==> src/rtl/tx_frame_gen_if.sv <==
// AXI-Stream byte channel between the frame generator and the MAC.
// master drives data/valid/last, slave returns ready.
interface tx_frame_gen_if;
  logic [7:0] tdata;
  logic       tvalid;
  logic       tlast;
  logic       tready;

  modport master (
    output tdata,
    output tvalid,
    output tlast,
    input  tready
  );

  modport slave (
    input  tdata,
    input  tvalid,
    input  tlast,
    output tready
  );
endinterface

==> src/rtl/tx_frame_gen.sv <==
// Ethernet TX frame builder: 14-byte header, payload from a FWFT buffer,
// zero padding up to the 46-byte minimum payload, streamed over AXI-Stream.
module tx_frame_gen (
  input  logic        clk,
  input  logic        rst_n,
  input  logic        start,
  input  logic [47:0] dst_mac,
  input  logic [47:0] src_mac,
  input  logic [15:0] eth_type,
  input  logic [10:0] payload_len,
  input  logic [7:0]  btx_data,
  input  logic        btx_empty,
  output logic        btx_rd_en,
  tx_frame_gen_if.master tx_axis,
  output logic        busy,
  output logic        done
);

  typedef enum logic [1:0] {
    IDLE,
    HEADER_BYTES,
    DATA_BYTES,
    PAD_BYTES
  } state_t;

  localparam logic [10:0] MAX_LEN = 11'd1500;
  localparam logic [10:0] MIN_LEN = 11'd46;

  state_t      state_q, state_d;
  logic [47:0] dst_q, src_q;
  logic [15:0] type_q;
  logic [10:0] len_q;
  logic [3:0]  hcnt_q, hcnt_d;
  logic [10:0] dcnt_q, dcnt_d;
  logic        done_q, done_d;
  logic        cap;
  logic [10:0] eff_len;
  logic [111:0] hdr_sh;
  logic        data_last;
  logic        long_frame;

  assign eff_len = (payload_len > MAX_LEN) ? MAX_LEN : payload_len;
  assign hdr_sh  = {dst_q, src_q, type_q} << {hcnt_q, 3'b000};
  assign data_last  = (dcnt_q == len_q - 11'd1);
  assign long_frame = (len_q >= MIN_LEN);

  assign busy = (state_q != IDLE);
  assign done = done_q;

  always_ff @(posedge clk or negedge rst_n) begin
    if (!rst_n) begin
      state_q <= IDLE;
      dst_q   <= '0;
      src_q   <= '0;
      type_q  <= '0;
      len_q   <= '0;
      hcnt_q  <= '0;
      dcnt_q  <= '0;
      done_q  <= 1'b0;
    end else begin
      state_q <= state_d;
      hcnt_q  <= hcnt_d;
      dcnt_q  <= dcnt_d;
      done_q  <= done_d;
      if (cap) begin
        dst_q  <= dst_mac;
        src_q  <= src_mac;
        type_q <= eth_type;
        len_q  <= eff_len;
      end
    end
  end

  // dcnt keeps running through padding so the pad ends when it reaches 45.
  always_comb begin
    state_d        = state_q;
    hcnt_d         = hcnt_q;
    dcnt_d         = dcnt_q;
    done_d         = 1'b0;
    cap            = 1'b0;
    btx_rd_en      = 1'b0;
    tx_axis.tvalid = 1'b0;
    tx_axis.tlast  = 1'b0;
    tx_axis.tdata  = 8'h00;
    unique case (state_q)
      IDLE: begin
        if (start && !done_q) begin
          cap     = 1'b1;
          hcnt_d  = '0;
          dcnt_d  = '0;
          state_d = HEADER_BYTES;
        end
      end
      HEADER_BYTES: begin
        tx_axis.tvalid = 1'b1;
        tx_axis.tdata  = hdr_sh[111:104];
        if (tx_axis.tready) begin
          if (hcnt_q == 4'd13) begin
            hcnt_d  = '0;
            state_d = (len_q != '0) ? DATA_BYTES
                                    : PAD_BYTES;
          end else begin
            hcnt_d = hcnt_q + 4'd1;
          end
        end
      end
      DATA_BYTES: begin
        tx_axis.tvalid = !btx_empty;
        tx_axis.tdata  = btx_data;
        tx_axis.tlast  = data_last && long_frame;
        btx_rd_en      = !btx_empty && tx_axis.tready;
        if (btx_rd_en) begin
          dcnt_d = dcnt_q + 11'd1;
          if (data_last) begin
            if (long_frame) begin
              dcnt_d  = '0;
              done_d  = 1'b1;
              state_d = IDLE;
            end else begin
              state_d = PAD_BYTES;
            end
          end
        end
      end
      PAD_BYTES: begin
        tx_axis.tvalid = 1'b1;
        tx_axis.tlast  = (dcnt_q == MIN_LEN - 11'd1);
        if (tx_axis.tready) begin
          dcnt_d = dcnt_q + 11'd1;
          if (tx_axis.tlast) begin
            dcnt_d  = '0;
            done_d  = 1'b1;
            state_d = IDLE;
          end
        end
      end
      default: state_d = IDLE;
    endcase
  end

endmodule

==> src/flat_wrapper.sv <==
// flat-port wrapper written by rule: the top's interface ports become plain ports
module tx_frame_gen_flat 
  (clk, rst_n, start, dst_mac, src_mac, eth_type, payload_len, btx_data, btx_empty, btx_rd_en, busy, done, tx_axis_tdata, tx_axis_tvalid, tx_axis_tlast, tx_axis_tready);
  tx_frame_gen_if tx_axis_i ();
  input  logic clk;
  input  logic rst_n;
  input  logic start;
  input  logic [47:0] dst_mac;
  input  logic [47:0] src_mac;
  input  logic [15:0] eth_type;
  input  logic [10:0] payload_len;
  input  logic [7:0] btx_data;
  input  logic btx_empty;
  output logic btx_rd_en;
  output logic busy;
  output logic done;
  output wire logic [$bits(tx_axis_i.tdata)-1:0] tx_axis_tdata;
  output wire logic [$bits(tx_axis_i.tvalid)-1:0] tx_axis_tvalid;
  output wire logic [$bits(tx_axis_i.tlast)-1:0] tx_axis_tlast;
  input wire logic [$bits(tx_axis_i.tready)-1:0] tx_axis_tready;
  assign tx_axis_tdata = tx_axis_i.tdata;
  assign tx_axis_tvalid = tx_axis_i.tvalid;
  assign tx_axis_tlast = tx_axis_i.tlast;
  assign tx_axis_i.tready = tx_axis_tready;
  tx_frame_gen u_core (.clk(clk), .rst_n(rst_n), .start(start), .dst_mac(dst_mac), .src_mac(src_mac), .eth_type(eth_type), .payload_len(payload_len), .btx_data(btx_data), .btx_empty(btx_empty), .btx_rd_en(btx_rd_en), .tx_axis(tx_axis_i), .busy(busy), .done(done));
endmodule
==> config.mk <==
export PLATFORM = sky130hd
export DESIGN_NAME = tx_frame_gen_flat
export DESIGN_NICKNAME = d
export VERILOG_FILES = /design/src/rtl/tx_frame_gen_if.sv /design/src/rtl/tx_frame_gen.sv /design/src/flat_wrapper.sv
export SDC_FILE = /design/constraint.sdc
export NUM_CORES = 1
export LEC_CHECK = 0
export BUFFER_PORTS_ARGS = -buffer_cell sky130_fd_sc_hd__buf_2
export CAP_MARGIN = 0
export CORE_ASPECT_RATIO = 0.6
export CORE_MARGIN = 4
export CORE_UTILIZATION = 50
export CTS_CLUSTER_DIAMETER = 40
export DETAILED_ROUTE_END_ITERATION = 6
export HOLD_SLACK_MARGIN = 0.03
export MAX_ROUTING_LAYER = met4
export PLACE_DENSITY = 0.82
export SLEW_MARGIN = 20
export SYNTH_ARGS = -nofsm -noshare
export SYNTH_HDL_FRONTEND = slang
export SYNTH_SLANG_ARGS = --single-unit
==> constraint.sdc <==
create_clock -name clk -period 2.4 [get_ports clk]
set_input_delay 0.12 -clock clk [delete_from_list [all_inputs] [get_ports clk]]
set_output_delay 0.12 -clock clk [all_outputs]
set_load 0.05 [all_outputs]
# Word-level counts from Yosys, hierarchy flattened
# Cells that the tools add are included.
# totals
ff_bits,141
in_bits,136
output_inout_bits,13
wordCells,75
# op_classes
n_addsub,3
n_lt_le_gt_ge,2
eq_ne,13
shift,1
mux,34
n_reduce_logical,14
# ops
operator,n
$shl A112 B7 Y112,1
$mux W11,7
$pmux W11 S3,1
$mux W2,8
$pmux W8 S2,1
$mux W4,3
$add A11 B1 Y11 const B,1
$eq A11 B11 Y1,1
$eq A11 B6 Y1 const B,1
$ge A11 B6 Y1 const B,1
$gt A11 B11 Y1 const B,1
$reduce_bool A11 Y1,1
$sub A11 B1 Y11 const B,1
$ne A2 B1 Y1 const B,5
$mux W1,9
$pmux W2 S4,1
$pmux W4 S2,1
$reduce_and A7 Y1,1
$pmux W1 S2,3
$add A4 B1 Y4 const B,1
$eq A2 B2 Y1 const B,2
$eq A4 B4 Y1 const B,1
$ne A2 B2 Y1 const B,2
$reduce_and A4 Y1,1
other kinds (8),12

# Logic depth before layout (Yosys ltp)
# Gate-level depths: netlist (run 1).
# logic_depth
ltp_word,5
depth_mapped,10
mapped_depth_nobuf,10

# Least setup slack after synthesis (run 1)
# Ideal clock, no wire load.
# synth_timing
path_type,register to output
start,register u_core.len_q[2]
end,output tx_axis_tlast
t_arrival_ps,2988
required_ps,2280
path_slack_ps,-708
stages_incl_launch_ff,9
n_path_buf,1
path_cell_list,dfrtp_1 buf_6 nor4_4 and3_1 a221o_1 o311ai_1 a211oi_2 nand3_2 o21ai_0
# synth_between
elab_chain_cells,4
elab_cells_between_ends,5
classes_between,add/sub: 1; order compare: 1; eq/ne: 1; mux: 1; reduce/logical: 1
# synth_lines
item,line_no,source
"start, declared",tx_frame_gen.sv:32,logic [10:0] len_q;
"start signal, assigned",tx_frame_gen.sv:69,len_q <= eff_len;
$sub A11 B1 Y11,tx_frame_gen.sv:44,assign data_last = (dcnt_q == len_q - 11'd1);
$eq A11 B11 Y1,tx_frame_gen.sv:44,
$logic_and A1 B1 Y1 *,tx_frame_gen.sv:110,tx_axis.tlast = data_last && long_frame;
$pmux W1 S2 *,tx_frame_gen.sv:85,unique case (state_q)
"end, declared",flat_wrapper.sv:19,output wire logic [$bits(tx_axis_i.tlast)-1:0] tx_axis_tlast;
# Every way passes the cells marked *; elsewhere a longest branch is shown, timed or not.

# Worst setup path after layout (run 1)
# Ends and elaborated chain as after synthesis.

==> results.md, run 1 <==
- Worst skew pair latency: 0.42 ns
- Multi-input logic area: between 3000 and 4000 µm²
- Synth Warn #: 0
- Unique masters post-synth: 61
- Vias in the first global route: ~7500
- Largest cells by area after synthesis: dfrtp_1 48%, nand2_1 20%, mux4_2 7.3%, clkbuf_1 2.3%, ha_1 1.9%
- First-pass iteration count of the detailed router: 5
- Via count: 7397
- Status: finished, violations left
- PD cells: 1220 nW/µm²
- Core area: about 15000 µm²
- # IOs: approximately 150
- Row Count: 34
- Worst path slowest cell: dfrtp_2
- ANT nets after route: 0
- Failing checks: setup timing
- Ant diodes: 0
- DR DRC count: 0
- Syn nets: 988
- Vert. Die Dim: just over 100 µm
- Worst setup margin: -0.309 ns
- Critical Path AT: about 2.6 ns
- Most frequent cell on the critical path: buf_6
- TritonCTS Buffers: 17
- Post-synth top area cell: dfrtp_1
- Peak Freq: about 370 MHz
- Unrepaired setup endpoints after global routing: true
- Synth top area share: 47.7%
- Gr usage total: around 31%
- Post-synth EDFFs: 0
- CTS H-tree lvls: 4
- Port buffer count: 148
- DR iter-0 viols: 689
- Setup WS pre-CTS: -0.0468 ns
- Mean Syn Cell Area: ~8.8 µm²
- Crit path kind: register to output port
- Nets: around 1300
- Largest net degree at the start of global routing: 65
- Sequential area share after synthesis: between 40% and 50%
- Slew @ Worst Pin: 0.614 ns
- Die ar.: around 17000 µm²
- Worst slew margin: approximately 60%
- CTS Buffer Depth: 2
- Vias per inst: 5.55
- Leak Pwr: between 0.005 and 0.006 µW
- DPL Wire Length: 14400 µm
- Layout cells sized above 1: 26.2%
- Shortest period the worst path allows: around 2.7 ns
- Worst setup EP type: output port
- Antenna violations before repair: 0
- Worst endpoint required time: approximately 2.3 ns
- Number of max-cap violations: 0
- Util after Layout: 74.0%
- Die width: 165 µm
- GPL Wtd Cong: approximately 0.92
- Crit-path cells: nor4_4 -> buf_6 -> and3_1 -> a221o_1 -> o311ai_2 -> a211oi_2 -> buf_4 -> nand3_2 -> o21ai_2 -> buf_6
- TritonCTS Sinks: 141
- P&R area growth vs syn: 45.1%
- Predominant post-synthesis flop cell: dfrtp_1
- Synth async-reset ratio: 100%
- FF+latch count, synth: 141
- Worst-case clock skew: just over 0.007 ns
- Post-Synthesis Cells: around 840
- Initial core utilization: between 50% and 60%
- Worst hold path type: input pin to register
- Final hold violations: 0
- Fin crit share: 113%
- First-pass GRT wire length: 38600 µm
- TritonCTS clock tree: done
- Max FO, Critical Path: 8
- DR WL/cell: 18.7 µm
- Post-Synthesis Cell Area: about 7400 µm²
- Max IR drop VDD: between 0.0007 and 0.0008 V
- Crit path launch type: register
- Grt ovf: 0
- # setup viols final: 19
- Worst path max stage delay: about 0.45 ns
- Root Driver: clkbuf_16
- Post-Route WL: between 20000 and 25000 µm
- Max-slew violations: 0
- Fill cell count: between 900 and 1000
- Reg clk slew, reported paths: approximately 0.06 ns
- Storage element area: around 3500 µm²
critical path: cells and delay by family (launching register included):
| family | cells | cell delay (ns) |
|---|---|---|
| AND/OR/NAND/NOR | 3 | 0.49 |
| buffers and inverters | 3 | 0.52 |
| flip-flops | 1 | 0.45 |
| AO/OA/AOI/OAI | 4 | 0.70 |
cell type report:
type	instances	area share, %
clock buffer	18	4.09
clock inverter	14	1.69
inverter	22	0.769
multi-input combinational	623	34.9
sequential	141	32.9
tap	198	2.31
timing repair buffer	317	23.3
per-stage QoR:
| stage | std cells | total power (µW) | area (µm²) | hold slack (ns) | TNS, ns |
|---|---|---|---|---|---|
| 2_1_floorplan | 841 | 7700 | 7430 | -0.176 | -0.328 |
| 3_3_place_gp | 1167 | 9160 | 8530 | 0.103 | 0 |
| 3_5_place_dp | 1167 | 9350 | 8530 | 0.104 | -0.249 |
| 4_1_cts | 1332 | 12800 | 10700 | 0.0324 | -2.01 |
| 5_1_grt | 1333 | 13800 | 10700 | 0.0600 | -4.34 |
| 6_report | 1333 | 13100 | 10700 | 0.0710 | -2.57 |
synth_stat cells, types with 2 or more instances:
cell type and number:
a21oi_1 16, nand3b_1 3, o21bai_1 2, nand4_1 5
o22a_1 5, clkbuf_1 45, nor4b_1 2, nand2b_1 3
nand2_1 386, o311ai_1 2, nor3b_1 2, mux4_2 24
dfrtp_1 141, buf_1 3, or3_1 3, or2b_1 2
ha_1 11, a41oi_1 6, o21a_1 2, and3_1 2
or2_2 4, xnor2_1 8, nor2_1 12, o221ai_1 8
inv_1 22, mux2_2 8, o21ai_0 18, o31ai_1 6
a21boi_0 9, nand3_1 17, and2_1 2, nor2b_1 3
o211ai_1 10, nor3_1 6, a211o_1 2, mux2i_1 8
buf_2 5, xor2_1 5
repair_timing:
action                                  CTS  global route
gates cloned                              2             0
pin swaps                                15            18
gates resized for setup                  33            28
hold endpoints to repair                171             0
buffers inserted                          6             4
endpoints found under the setup margin   21            23
hold buffers                            125             0
power breakdown:
group	switching (µW)	internal (µW)
Clock	1110	1690
Combinational	3340	2670
Sequential	817	3440
logic make-up after synthesis:
logic type               count (synthesis)  synth area share, %
AND/OR/NAND/NOR                        460                 25.6
flip-flops                             141                 47.7
multiplexers                            40                 9.60
XOR/XNOR                                13                 1.54
buffers and inverters                   77                 4.14
AO/OA/AOI/OAI                           99                 9.57
adder cells (fa/ha/maj)                 11                 1.86
state kept, by name, summed over array words and instances, names as in the netlist:
signal / count
u_core.hcnt_q: 4
u_core.done: 1
u_core.state_q: 2
u_core.type_q: 16
u_core.dcnt_q: 11
u_core.dst_q: 48
u_core.src_q: 48
u_core.len_q: 11
layout by cell type (no fill, tap or decap), types with 7 or more instances in the layout:
cell type,instances
a21boi_2,7
a21oi_1,15
buf_12,8
buf_2,137
buf_4,32
buf_6,13
clkbuf_16,17
dfrtp_1,138
dlygate4sd3_1,125
ha_1,10
inv_1,20
mux2_4,8
mux2i_1,8
mux4_2,24
nand2_1,384
nand3_1,17
nor2_1,11
o211ai_1,10
o21ai_0,15
o221ai_1,8
xnor2_1,8
worst paths after layout:
check | startpoint | endpoint | slack [ns] | cells after the start
worst min-delay path | btx_empty | u_core.done | 0.07 | 4
worst max-delay path | u_core.len_q[2] | tx_axis_tlast | -0.31 | 10
min in group asynchronous | rst_n | u_core.done | 0.24 | 2
worst min register to register | u_core.src_q[6] | u_core.src_q[6] | 0.47 | 2
max in group asynchronous | rst_n | u_core.src_q[45] | 1.44 | 3
worst max register to register | u_core.len_q[2] | u_core.dcnt_q[4] | -0.23 | 12
per-layer routing:
metal	vias to the layer above	global-route usage, %	part of all wire, %
met5	-	-	0
met4	0	8.56	2.3
met3	67	7.13	8.9
met2	415	48.2	47
met1	3553	40.1	41
li1	3362	-	-
No activity file was read; power rests on OpenSTA's default activity.
==> run 2: changes to the inputs <==
Settings changed: SKIP_CTS_REPAIR_TIMING set to 1.
==> run 2 against run 1 <==
Against the previous run: the run ends with DRC, setup timing left; register-to-register slack gained 0.04 ns; die area unchanged; wire length is 1.8% lower; utilization down 0.31 points; global-route usage down 5.7 points; final area down 0.42%; sequential cell count unchanged; setup slack improved by 0.0031 ns; hold slack got worse by 0.015 ns; fmax increased by 0.12%; sequential share of layout area rose by 0.14 points; clock power hardly changed; critical endpoint unchanged.
==> results.md, run 2 (synthesis results as in run 1) <==
- Vias in the first global route: 6174 (-17%)
- Die width: 165 µm (unchanged)
- Port buffer count: 148 (unchanged)
- Vert. Die Dim: 102 µm (unchanged)
- First-pass GRT wire length: 31600 µm (-18%)
- Grt ovf: 0 (unchanged)
- Ant diodes: 0 (unchanged)
- DR DRC count: 1 (+1)
- Final hold violations: 0 (unchanged)
- Worst-case clock skew: 0.00693 ns (-0.000333 ns)
- Worst slew margin: 57.8% (-1.3 points)
- Hold depth: 3 (-1)
- Max-slew violations: 0 (unchanged)
- Final cell count without fillers: 1330 (-0.23%)
- Worst setup EP type: output port
- DPL Wire Length: 14400 µm (unchanged)
- Status: finished, violations left
- Row Count: 34 (unchanged)
- Crit path kind: register to output port
- Layout cells sized above 1: 25.6% (-0.55 points)
- Reg clk slew, reported paths: 0.06 ns (about the same)
- Post-Route WL: 24500 µm (-1.8%)
- Largest net degree at the start of global routing: 65 (unchanged)
- Max IR drop VDD: 0.000689 V (-4.9%)
- PD cells: 1210 nW/µm² (-0.30%)
- Placed Area: 8530 µm² (unchanged)
- CTS Buffer Depth: 2 (unchanged)
- Most frequent cell on the critical path: o21ai_4
- Vias per inst: 5.48 (-1.3%)
- Most common cell after layout, fill and taps aside: nand2_1
- Root Driver: clkbuf_16
- Most frequent cells in the layout: 385 x nand2_1, 138 x dfrtp_1, 137 x buf_2
- Util after Layout: 73.7% (-0.31 points)
- Fill cell count: 949 (-1.0%)
- Max FO, Critical Path: 3 (-5)
- Shortest period the worst path allows: 2.71 ns (-0.00312 ns)
- Storage element area: 3530 µm² (unchanged)
- Setup WS pre-CTS: -0.0468 ns (unchanged)
- Hold WS: 0.0556 ns (-0.0154 ns)
- P&R area growth vs syn: 44.5%
- Initial core utilization: 51.0% (unchanged)
- TritonCTS Sinks: 141 (unchanged)
- Core area: 14500 µm² (unchanged)
- Critical Path AT: 2.59 ns (about the same)
- Gr usage total: 24.9% (-5.7 points)
- Largest regs: u_core.dst_q: 48 flops, u_core.src_q: 48 flops, u_core.type_q: 16 flops
- Fin crit share: 113% (-0.13 points)
- Crit path launch type: register
- CP top delay family: simple AND/OR/NAND/NOR gates
- Number of max-cap violations: 0 (unchanged)
- Crit-path cells: or4_4 -> o21ai_4 -> and3b_1 -> o31ai_2 -> a211oi_2 -> buf_4 -> nand3_4 -> o21ai_4 -> buf_6
- Peak Freq: 370 MHz (+0.12%)
- TritonCTS clock tree: done
- # IOs: 149 (unchanged)
- Worst hold path type: input pin to register
- Worst endpoint required time: 2.28 ns (about the same)
- R2R depth: 11 (-1)
- Worst setup margin: -0.305 ns (+0.00312 ns)
- Placed Cells incl. Taps: 1167 (unchanged)
- Worst skew pair latency: 0.41 ns (about the same)
- Worst path slowest cell: or4_4
- Antenna violations before repair: 0 (unchanged)
- Worst path max stage delay: 0.57 ns (+0.12 ns)
- Nets: 1266 (-0.24%)
- DR iter-0 viols: 701 (+1.7%)
- DR WL/cell: 18.4 µm (-1.5%)
- Multi-input logic area: 3740 µm² (-0.27%)
- TritonCTS Buffers: 17 (unchanged)
- CP Depth: 9 (-1)
- Leak Pwr: 0.00519 µW (-0.40%)
- Unrepaired setup endpoints after global routing: true
- GPL Wtd Cong: 0.921 (unchanged)
- CTS H-tree lvls: 4 (unchanged)
- Failing checks: DRC, setup timing
- Worst Path Buf+Inv: 2 (-1)
- # setup viols final: 20 (+1)
- Via count: 7287 (-1.5%)
- Final Cell Area: 10700 µm² (-0.42%)
- ANT nets after route: 0 (unchanged)
- Slew @ Worst Pin: 0.633 ns (+0.0197 ns)
- First-pass iteration count of the detailed router: 7 (+2)
- Die ar.: 16900 µm² (unchanged)
run 2: cell type report:
| type | instances | share of cell area, % |
|---|---|---|
| inverters | 22 | 0.772 |
| clock inverters | 14 | 1.70 |
| clock buffers | 18 | 4.11 |
| flip-flops and latches | 141 | 33.0 |
| well taps | 198 | 2.32 |
| multi-input cells | 623 | 35.0 |
| repair buffers | 314 | 23.1 |
run 2: routing by layer:
layer	global-route usage, %	share of wire, %
met1	37.0	43
met2	34.9	47
met3	5.76	8.4
met4	5.37	1.8
met5	-	0
run 2: power by group:
part	internal (µW)	switching [µW]
registers	3440	806
clock network	1690	1120
logic	2630	3300
run 2: worst register-to-register path, stage by stage, from the launching register on:
cell and delay [ns]:
dfrtp_2 0.44, nor4_4 0.30, buf_6 0.17, nand2_2 0.08, a221o_1 0.35, o311ai_1 0.10
a211oi_2 0.12, buf_4 0.17, buf_4 0.14, a21o_4 0.23, or3_1 0.31, o211ai_1 0.10
run 2: final timing paths:
kind | start | to | slack [ns]
max in group asynchronous | rst_n | u_core.src_q[37] | 1.44
hold reg to reg | u_core.dst_q[25] | u_core.dst_q[25] | 0.47
min in group asynchronous | rst_n | u_core.done | 0.24
hold / removal | tx_axis_tready | u_core.done | 0.06
setup reg to reg | u_core.len_q[2] | u_core.dcnt_q[4] | -0.19
setup / recovery | u_core.len_q[0] | tx_axis_tlast | -0.31
run 2: stage by stage:
step	total power (µW)	setup TNS [ns]
floorplan	7700	-0.328
global placement	9160	0
detailed placement	9350	-0.249
CTS	12200	-2.37
global route	13700	-4.78
finish	13000	-2.70
==> run 3: changes to the inputs <==
Settings changed: CORE_ASPECT_RATIO 0.6 to 1.25.
==> run 3 against run 2 <==
Against the previous run: the flow finishes with violations (setup timing); power rose by 3.1%; critical path depth did not move; clock power rose by 5%; largest power group unchanged; critical path type unchanged; non-clock buffer count rose by 15; via count rose by 6.4%; cell count fell by 0.15%; fmax fell by 0.39%.
==> results.md, run 3 (synthesis results as in run 1) <==
- Min-delay src: tx_axis_tready
- Vert. Die Dim: 144 µm (+41%)
- First-pass iteration count of the detailed router: 7 (unchanged)
- Setup WS pre-CTS: -0.0949 ns (-0.0481 ns)
- Worst skew pair latency: 0.42 ns (about the same)
- Leak Pwr: 0.00530 µW (+2.1%)
- DR DRC count: 0 (-1)
- Max FO, Critical Path: 6 (+3)
- First-pass GRT wire length: 32100 µm (+1.5%)
- Worst path max stage delay: 0.43 ns (-0.14 ns)
- Hold Path End: u_core.done
- TritonCTS Buffers: 17 (unchanged)
- DR WL/cell: 20.1 µm (+9.2%)
- Row Count: 49 (+44%)
- Reg2reg setup slack: -0.22 ns (-0.03 ns)
- Via count: 7753 (+6.4%)
- Crit path kind: register to output port
- Status: finished, violations left
- DPL Wire Length: 14300 µm (-0.78%)
- P&R area growth vs syn: 46.6%
- Shortest period the worst path allows: 2.72 ns (+0.0105 ns)
- Hold depth: 3 (unchanged)
- Worst endpoint required time: 2.28 ns (about the same)
- Port buffer count: 148 (unchanged)
- Nets: 1281 (+1.2%)
- Worst setup margin: -0.316 ns (-0.0105 ns)
- Reg-to-reg critical path startpoint: u_core.len_q[3]
- Root Driver: clkbuf_16
- Vias in the first global route: 6733 (+9.1%)
- Peak Freq: 368 MHz (-0.39%)
- GPL Wtd Cong: 0.919 (-0.14%)
- PD cells: 1230 nW/µm² (+1.7%)
- Final setup TNS: -3.75 ns (-1.06 ns)
- Antenna violations before repair: 3 (+3)
- CTS Buffer Depth: 2 (unchanged)
- Post-Route WL: 26700 µm (+9.0%)
- Crit Reg-Reg Endpoint: u_core.dcnt_q[2]
- Reg clk slew, reported paths: 0.06 ns (about the same)
- R2R depth: 11 (unchanged)
- Worst setup EP type: output port
- Crit-path cells: nor4_4 -> nand2_2 -> nor3b_1 -> o311ai_2 -> a211oi_2 -> buf_4 -> nand3_4 -> o21ai_2 -> buf_6
- Die ar.: 16800 µm² (-0.30%)
- # IOs: 149 (unchanged)
- Most frequent cells in the layout: 386 x nand2_1, 139 x dfrtp_1, 138 x buf_2
- Max IR drop VDD: 0.000737 V (+6.9%)
- Layout cells sized above 1: 26.7% (+1.1 points)
- Largest regs: u_core.dst_q: 48 flops, u_core.src_q: 48 flops, u_core.type_q: 16 flops
- Worst slew margin: 55.3% (-2.4 points)
- Grt ovf: 0 (unchanged)
- Number of max-cap violations: 0 (unchanged)
- Core area: 14500 µm² (-0.26%)
- Critical Path AT: 2.60 ns (about the same)
- Final hold violations: 0 (unchanged)
- CTS H-tree lvls: 4 (unchanged)
- Worst-case clock skew: 0.00976 ns (+0.00283 ns)
- TritonCTS clock tree: done
- ANT nets after route: 0 (unchanged)
- Most common cell after layout, fill and taps aside: nand2_1
- Max-slew violations: 0 (unchanged)
- Gr usage total: 25.2% (+0.36 points)
- Vias per inst: 5.84 (+6.6%)
- # setup viols final: 21 (+5.0%)
- Unrepaired setup endpoints after global routing: true
- DR iter-0 viols: 753 (+7.4%)
- Crit path launch type: register
- Slew @ Worst Pin: 0.670 ns (+0.0363 ns)
- Worst hold path type: input pin to register
- Largest net degree at the start of global routing: 71 (+9.2%)
- Die width: 117 µm (-29%)
- TritonCTS Sinks: 141 (unchanged)
- Initial core utilization: 51.1% (+0.13 points)
- Fin crit share: 113% (+0.44 points)
- Failing checks: setup timing
- Worst path slowest cell: dfrtp_2
run 3: changes by cell type in the layout (fill, tap and decap cells not counted), sizes merged:
cell,change
buf,+17
bufinv,+2
clkbuf,+1
clkinv,+2
clkinvlp,-3
diode,+4
inv,-5
run 3: metrics by stage:
stage	cells	total power (µW)	hold WS (ns)	utilization (%)	cell area [µm²]
3_5_place_dp	1156	9320	0.175	59.2	8560
3_3_place_gp	1156	9130	0.170	59.2	8560
5_1_grt	1327	14100	0.0516	75.0	10800
2_1_floorplan	841	7700	-0.176	-	7430
6_report	1328	13400	0.0499	75.0	10800
4_1_cts	1187	12300	-0.260	63.7	9220
run 3: worst max-delay path, delay by kind of cell (launching register included):
| family | cells | cell delay, ns |
|---|---|---|
| AO/OA/AOI/OAI | 3 | 0.50 |
| flip-flops | 1 | 0.43 |
| AND/OR/NAND/NOR | 4 | 0.91 |
| buffers and inverters | 2 | 0.34 |
run 3: layer usage:
layer	global-route usage (%)	share of wire [%]	vias up
met1	31.3	35	3763
met2	41.7	52	455
li1	-	-	3385
met4	10.0	7.0	0
met3	3.60	6.6	150
met5	-	0	-
run 3: report_power, final:
part	internal (µW)	switching (µW)	leakage, µW	total, µW
combinational	2710	3410	0.00321	6120
sequential	3450	893	0.00177	4340
clock	1920	1010	0.000323	2930
run 3: final cells by class:
type	instances	area, µm²
Timing Repair Buffer	329	2590
Sequential cell	141	3530
Clock buffer	21	470
Fill cell	862	3620
Tap cell	178	223
Antenna cell	4	10.0
Clock inverter	10	186
Multi-Input combinational cell	623	3760
Inverter	22	82.6
run 3: worst max path at each step:
stage | from | to | slack (ns)
after CTS | u_core.len_q[2] | tx_axis_tlast | -0.41
after global routing | u_core.len_q[3] | tx_axis_tlast | -0.46
final | u_core.len_q[3] | tx_axis_tlast | -0.32
after detailed placement | u_core.len_q[2] | u_core.dcnt_q[4] | -0.09
after floorplan | u_core.len_q[2] | tx_axis_tlast | -0.33
after global placement | u_core.len_q[2] | u_core.dcnt_q[4] | -0.06
